### config.mk
export PLATFORM = sky130hd
export DESIGN_NAME = ysyx_pipe_fifo
export DESIGN_NICKNAME = d
export VERILOG_FILES = /design/src/rtl/ysyx_pipe_pkg.sv /design/src/rtl/ysyx_pipe_fifo_ram.sv /design/src/rtl/ysyx_pipe_fifo.sv
export SDC_FILE = /design/constraint.sdc
export NUM_CORES = 1
export LEC_CHECK = 0
export ABC_AREA = 1
export ABC_CLOCK_PERIOD_IN_PS = 8200
export CAP_MARGIN = 20
export CORE_ASPECT_RATIO = 0.6
export CORE_UTILIZATION = 42
export CTS_BUF_LIST = sky130_fd_sc_hd__clkbuf_8
export DETAILED_ROUTE_END_ITERATION = 8
export HOLD_SLACK_MARGIN = 0.02
export PLACE_DENSITY = 0.72
export SYNTH_ARGS = -nofsm -noshare
export SYNTH_HDL_FRONTEND = slang
export SYNTH_SLANG_ARGS = --single-unit
### constraint.sdc
create_clock -name clock -period 8.2 [get_ports clock]
set_input_delay 2.46 -clock clock [delete_from_list [all_inputs] [get_ports clock]]
set_output_delay 2.46 -clock clock [all_outputs]
set_load 0.02 [all_outputs]
### src/rtl/ysyx_pipe_pkg.sv
// Shared types for the pipeline decoupling queues: stage payload structs
// and the explicit-wrap pointer increment used by the FIFO control.
package ysyx_pipe_pkg;

   localparam int unsigned YSYX_XLEN     = 32;
   localparam int unsigned YSYX_ROB_SIZE = 8;
   localparam int unsigned YSYX_ROB_W    = $clog2(YSYX_ROB_SIZE);

   typedef enum logic [3:0] {
      ALU_ADD, ALU_SUB, ALU_AND, ALU_OR, ALU_XOR, ALU_SLL, ALU_SRL, ALU_SRA,
      ALU_SLT, ALU_SLTU, ALU_LUI, ALU_NOP
   } alu_op_e;

   // Decode -> issue payload
   typedef struct packed {
      alu_op_e                alu_op;
      logic                   jen;
      logic                   ben;
      logic                   wen;
      logic                   ren;
      logic                   ebreak;
      logic                   ecall;
      logic                   mret;
      logic [1:0]             csr_csw;
      logic [4:0]             rd;
      logic [YSYX_XLEN-1:0]   imm;
      logic [YSYX_XLEN-1:0]   op1;
      logic [YSYX_XLEN-1:0]   op2;
      logic [4:0]             rs1;
      logic [4:0]             rs2;
      logic [YSYX_ROB_W-1:0]  qj;
      logic [YSYX_ROB_W-1:0]  qk;
      logic [YSYX_ROB_W-1:0]  dest;
      logic [YSYX_XLEN-1:0]   pnpc;
      logic [YSYX_XLEN-1:0]   inst;
      logic [YSYX_XLEN-1:0]   pc;
   } idu_pipe_t;

   // Execute -> ROB payload
   typedef struct packed {
      logic [YSYX_XLEN-1:0]   result;
      logic [YSYX_XLEN-1:0]   npc;
      logic                   pc_change;
      logic                   csr_wen;
      logic [11:0]            csr_addr;
      logic [YSYX_XLEN-1:0]   csr_wdata;
      logic [YSYX_ROB_W-1:0]  dest;
      logic [YSYX_XLEN-1:0]   pc;
   } exu_pipe_t;

   // Pointers live in [0, depth-1]; wrap explicitly so non-power-of-two depths work
   function automatic int unsigned ptr_inc(input int unsigned ptr, input int unsigned depth);
      return (ptr == depth - 1) ? 0 : ptr + 1;
   endfunction

endpackage

### src/rtl/ysyx_pipe_fifo_ram.sv
// FIFO storage: DEPTH x W, one write port, one asynchronous read port.
// Kept separate so a target-specific memory can be dropped in.
module ysyx_pipe_fifo_ram #(
   parameter int unsigned W     = 128,
   parameter int unsigned DEPTH = 4,
   parameter int unsigned AW    = 2
) (
   input  logic          clock_i,
   input  logic          we_i,
   input  logic [AW-1:0] waddr_i,
   input  logic [W-1:0]  wdata_i,
   input  logic [AW-1:0] raddr_i,
   output logic [W-1:0]  rdata_o
);

   logic [W-1:0] mem_q [DEPTH];

   // Storage is intentionally not reset; control logic never exposes stale entries
   always_ff @(posedge clock_i) begin
      if (we_i) begin
         mem_q[waddr_i] <= wdata_i;
      end
   end

   assign rdata_o = mem_q[raddr_i];

endmodule

### src/rtl/ysyx_pipe_fifo.sv
// Valid/ready decoupling queue between pipeline stages with optional
// empty-bypass and synchronous flush on redirect.
module ysyx_pipe_fifo
   import ysyx_pipe_pkg::*;
#(
   parameter int unsigned W      = 128,
   parameter int unsigned DEPTH  = 4,
   parameter int unsigned BYPASS = 0
) (
   input  logic                       clock,
   input  logic                       reset,
   input  logic                       flush,
   input  logic                       in_valid,
   output logic                       in_ready,
   input  logic [W-1:0]               in_data,
   output logic                       out_valid,
   input  logic                       out_ready,
   output logic [W-1:0]               out_data,
   output logic [$clog2(DEPTH+1)-1:0] count
);

   localparam int unsigned PW = (DEPTH > 1) ? $clog2(DEPTH) : 1;
   localparam int unsigned CW = $clog2(DEPTH + 1);

   logic [PW-1:0] rdPtr_q, rdPtr_d;
   logic [PW-1:0] wrPtr_q, wrPtr_d;
   logic [CW-1:0] count_q, count_d;

   logic          empty, full, bypassActive;
   logic          enq, deq, passThrough, doWrite, doPop;
   logic [W-1:0]  ramRdata;

   assign empty        = (count_q == '0);
   assign full         = (count_q == CW'(DEPTH));
   assign bypassActive = (BYPASS != 0) && empty;

   // in_ready depends only on registered occupancy, never on out_ready
   assign in_ready  = !full;
   assign out_valid = !flush && (bypassActive ? in_valid : !empty);
   assign out_data  = bypassActive ? in_data : ramRdata;
   assign count     = count_q;

   assign enq         = in_valid && in_ready && !flush;
   assign deq         = out_valid && out_ready && !flush;
   assign passThrough = bypassActive && enq && deq;
   assign doWrite     = enq && !passThrough;
   assign doPop       = deq && !passThrough;

   // Next-state for pointers and occupancy; flush squashes everything
   always_comb begin
      rdPtr_d = rdPtr_q;
      wrPtr_d = wrPtr_q;
      count_d = count_q;
      if (flush) begin
         rdPtr_d = '0;
         wrPtr_d = '0;
         count_d = '0;
      end else begin
         if (doWrite) begin
            wrPtr_d = PW'(ptr_inc(32'(wrPtr_q), DEPTH));
         end
         if (doPop) begin
            rdPtr_d = PW'(ptr_inc(32'(rdPtr_q), DEPTH));
         end
         case ({doWrite, doPop})
            2'b10:   count_d = count_q + CW'(1);
            2'b01:   count_d = count_q - CW'(1);
            default: count_d = count_q;
         endcase
      end
   end

   // Control state register, cleared asynchronously
   always_ff @(posedge clock or negedge reset) begin
      if (!reset) begin
         rdPtr_q <= '0;
         wrPtr_q <= '0;
         count_q <= '0;
      end else begin
         rdPtr_q <= rdPtr_d;
         wrPtr_q <= wrPtr_d;
         count_q <= count_d;
      end
   end

   ysyx_pipe_fifo_ram #(
      .W     (W),
      .DEPTH (DEPTH),
      .AW    (PW)
   ) u_ram (
      .clock_i (clock),
      .we_i    (doWrite),
      .waddr_i (wrPtr_q),
      .wdata_i (in_data),
      .raddr_i (rdPtr_q),
      .rdata_o (ramRdata)
   );

`ifndef SYNTHESIS
   // Simulation-only sanity checks on occupancy and handshake legality
   always @(posedge clock) begin
      if (reset) begin
         assert (count_q <= CW'(DEPTH));
         assert (!(enq && full));
         assert (!(doPop && empty));
      end
   end
`endif

endmodule
==> summary.md <==
| Metric | Value |
|---|---|
| GRT Residual Overflow | 0 |
| Setup bufs post-CTS | 0 |
| CP peak stage delay | 840 ps |
| Max cap viols | 0 |
| Synth Instances | 1,299 |
| Detail Placement HPWL | 21,700 µm |
| Worst min path class | reg -> reg |
| Synth Warn # | 0 |
| CP startpoint kind | flop |
| FFs w/ async S/R, synth | 1.35% |
| Share of cells above drive strength 1 | 7.32% |
| First-pass GRT wire length | 64,900 µm |
| EDFF count, synth | 512 |
| Final #Nets | 1,708 |
| Post-route ant nets | 0 |
| DRC Markers | 0 |
| Slew Limit Fails | 0 |
| Kind of critical path | reg -> out |
| Largest net degree at the start of global routing | 166 |
| Die Ht | 169 µm |
| Met2 usage | 28.3% |
| Layout fillers | 3,685 |
| Clock transition at path regs | 60 ps |
| Core Region | 45,200 µm² |
| Die W | 280 µm |
| Via Count | 11.7k |
| RSZ-0062 raised after global routing | false |
| Port buffer count | 265 |
| Pwr dens | 253 nW/µm² |
| DR vias/cell | 5.19 |
| Top Usage Layer GRT | met2 |
| Fin area | 24,000 µm² |
| CP max stage cell | inv_8 |
| Worst IR Drop VDD | 0.000198 V |
| Synth Flop Type | edfxtp_1 |
| Clock root buffer | clkbuf_8 |
| CTS tree | done |
| Final Hold Viols | 0 |
| Critical Path RT | 5740 ps |
| RePlAce Congestion | 0.772 |
| Post-synthesis cell type count | 26 |
| Area grow syn2layout | 23.5% |
| Fin crit period | 6470 ps |
| Mapped cell area | 19,400 µm² |
| Antenna violations before repair | 1 |
| M1 GR Usage | 23.7% |
| Vias in the first global route | 11.4k |
| Skew final | 20.6 ps |
| #FFs+latches synth | 519 |
| Placed cell areas | 22,500 µm² |
| WL/cell | 19.1 µm |
| Setup violators final | 0 |
| Syn nets | 1,438 |
| Fmax | 155 MHz |
| Row cnt | 60 |
| Syn_area_per_cell | 14.9 µm² |
| Met3 usage | 5.41% |
| Worst-margin pin slew | 1010 ps |
| Sequential cell area | 15,600 µm² |
| Period utilisation layout | 78.9% |
| DP Worst Slack | 1940 ps |
| R2R Setup Slk | 5770 ps |
| Worst path arrival time | 4010 ps |
| Length of the first detailed-routing pass in iterations | 5 |
| Die Footprint | 47,100 µm² |
| Worst path cell trace | inv_8, buf_4, nor2_1, o22ai_1, clkdlybuf4s50_1 |
| Critical path endpoint category | output port |
| Initial DRC Count | 789 |
| Multi-input gate area | 3350 µm² |
| Clk_lat worst skew | 600 ps |
| Clk sink count | 519 |
| Status | finished, final reports clean |
| CTS buffer count | 77 |
| Leakage | 7.90 nW |
| Worst slew margin relative to its limit | 32.8% |
| Hold slack | 606 ps |
| CTS H-Tree Depth | 3 |
| PostCTS Resize Cnt | 0 |
| Initial Util | 42.9% |
| Final WL | 42,900 µm |
| Clock Tree Buf Depth | 3 |
| PnR worst setup slack | 1730 ps |
| CTS Hold Buffers Added | 0 |
| Sequential area share after synthesis | 80.1% |
| CP max FO | 165 |
| IO Pins | 266 |
| GRT Util Overall | 17.9% |
## area by class of cell
| type | instances | share of cell area (%) |
|---|---|---|
| Inverter | 12 | 0.230 |
| Tap cell | 620 | 3.24 |
| Antenna cell | 1 | 0.0104 |
| Clock inverter | 57 | 1.55 |
| Timing Repair Buffer | 275 | 11.6 |
| Clock buffer | 79 | 4.53 |
| Sequential cell | 519 | 64.9 |
| Multi-Input combinational cell | 684 | 14.0 |
## worst paths after layout
check                                     endpoint        from  cells after the start
worst max-delay path                  out_data[89]  rdPtr_q[0]                      5
worst min register to register            count[0]    count[0]                      1
min in group asynchronous                 count[1]       reset                      1
max in group asynchronous               rdPtr_q[1]       reset                      1
worst max register to register  u_ram.mem_q[3][77]    count[0]                      7
worst min-delay path                      count[0]    count[0]                      1
## cells in the mapped netlist (4+ instances only)
cell type / count / area, µm²
nand2_1: 14 / 52.6
buf_4: 11 / 82.6
nand3_1: 5 / 25.0
inv_1: 8 / 30.0
nor2_1: 260 / 976
o21ai_1: 103 / 515
buf_6: 15 / 169
o21ai_0: 155 / 776
dfrtp_1: 7 / 175
ha_1: 5 / 62.6
o22ai_1: 129 / 807
buf_2: 18 / 90.1
clkbuf_1: 39 / 146
inv_2: 4 / 15.0
edfxtp_1: 512 / 15400
nand4_1: 4 / 25.0
## layout by cell type (no fill, tap or decap)
master,synthesis,layout
clkbuf_8,0,79
inv_8,0,1
inv_2,4,3
inv_4,0,1
nor2_2,1,1
nand2_1,14,14
nand3_2,1,1
nor2_1,260,256
a21oi_2,1,1
inv_6,0,3
o22ai_1,129,129
dfrtp_1,7,5
buf_12,0,4
clkinvlp_4,0,2
clkinv_8,0,2
nand3_1,5,5
fa_1,1,1
bufinv_16,0,4
ha_1,5,5
clkinv_1,0,18
nor2_4,0,4
diode_2,0,1
edfxtp_1,512,512
o21ai_1,103,103
dfrtp_4,0,2
xnor2_1,1,1
clkinv_2,0,4
o21ai_0,155,155
inv_1,8,31
o21bai_1,1,1
nand4_1,4,4
a21oi_1,1,1
buf_4,11,6
nand2_2,1,1
o31ai_1,1,1
clkdlybuf4s50_1,0,265
## worst max-delay path, delay by kind of cell, from the launching register on
family / cells / cell delay, ps
buf+inv: 3 / 2190
simple gates: 1 / 90
flops: 1 / 780
compound gates: 1 / 190
## layer usage
metal	part of all wire (%)	wire length, µm
met2	46	19800
met3	7.2	3090
met5	0	0
met1	45	19100
met4	2.1	901
## state kept, by name, summed over array words and instances, names as in the netlist
| name | count |
|---|---|
| u_ram.mem_q | 512 |
| rdPtr_q | 2 |
| wrPtr_q | 2 |
| count | 3 |
## kinds of logic (layout without fill, tap and decap cells)
group | count (synthesis) | in the layout | share of synthesized area, %
AOI/OAI and AO/OA | 391 | 391 | 11.0
xor gates and xnor gates | 1 | 1 | 0.0451
adders and majority gates | 6 | 6 | 0.426
other | 0 | 1 | 0
DFF | 519 | 519 | 80.1
and+or+nand+nor | 286 | 286 | 5.67
buffers and inverters | 96 | 423 | 2.77
## per-stage QoR
stage | std cells | total power, W | util [%] | setup TNS (ps)
after floorplan | 1299 | 0.00367 | - | -236340
final | 2247 | 0.00607 | 53.1 | 0
after detailed placement | 2110 | 0.00413 | 49.8 | 0
after CTS | 2246 | 0.00614 | 53.0 | 0
after global placement | 2110 | 0.00411 | 49.8 | 0
after global routing | 2246 | 0.00632 | 53.0 | 0
## power by group
part	internal (W)	switching (W)	total, W
logic	0.000410	0.000604	0.00101
registers	0.00301	0.0000479	0.00305
clock network	0.00103	0.000973	0.00200
Power figures use the tool's default switching activity.
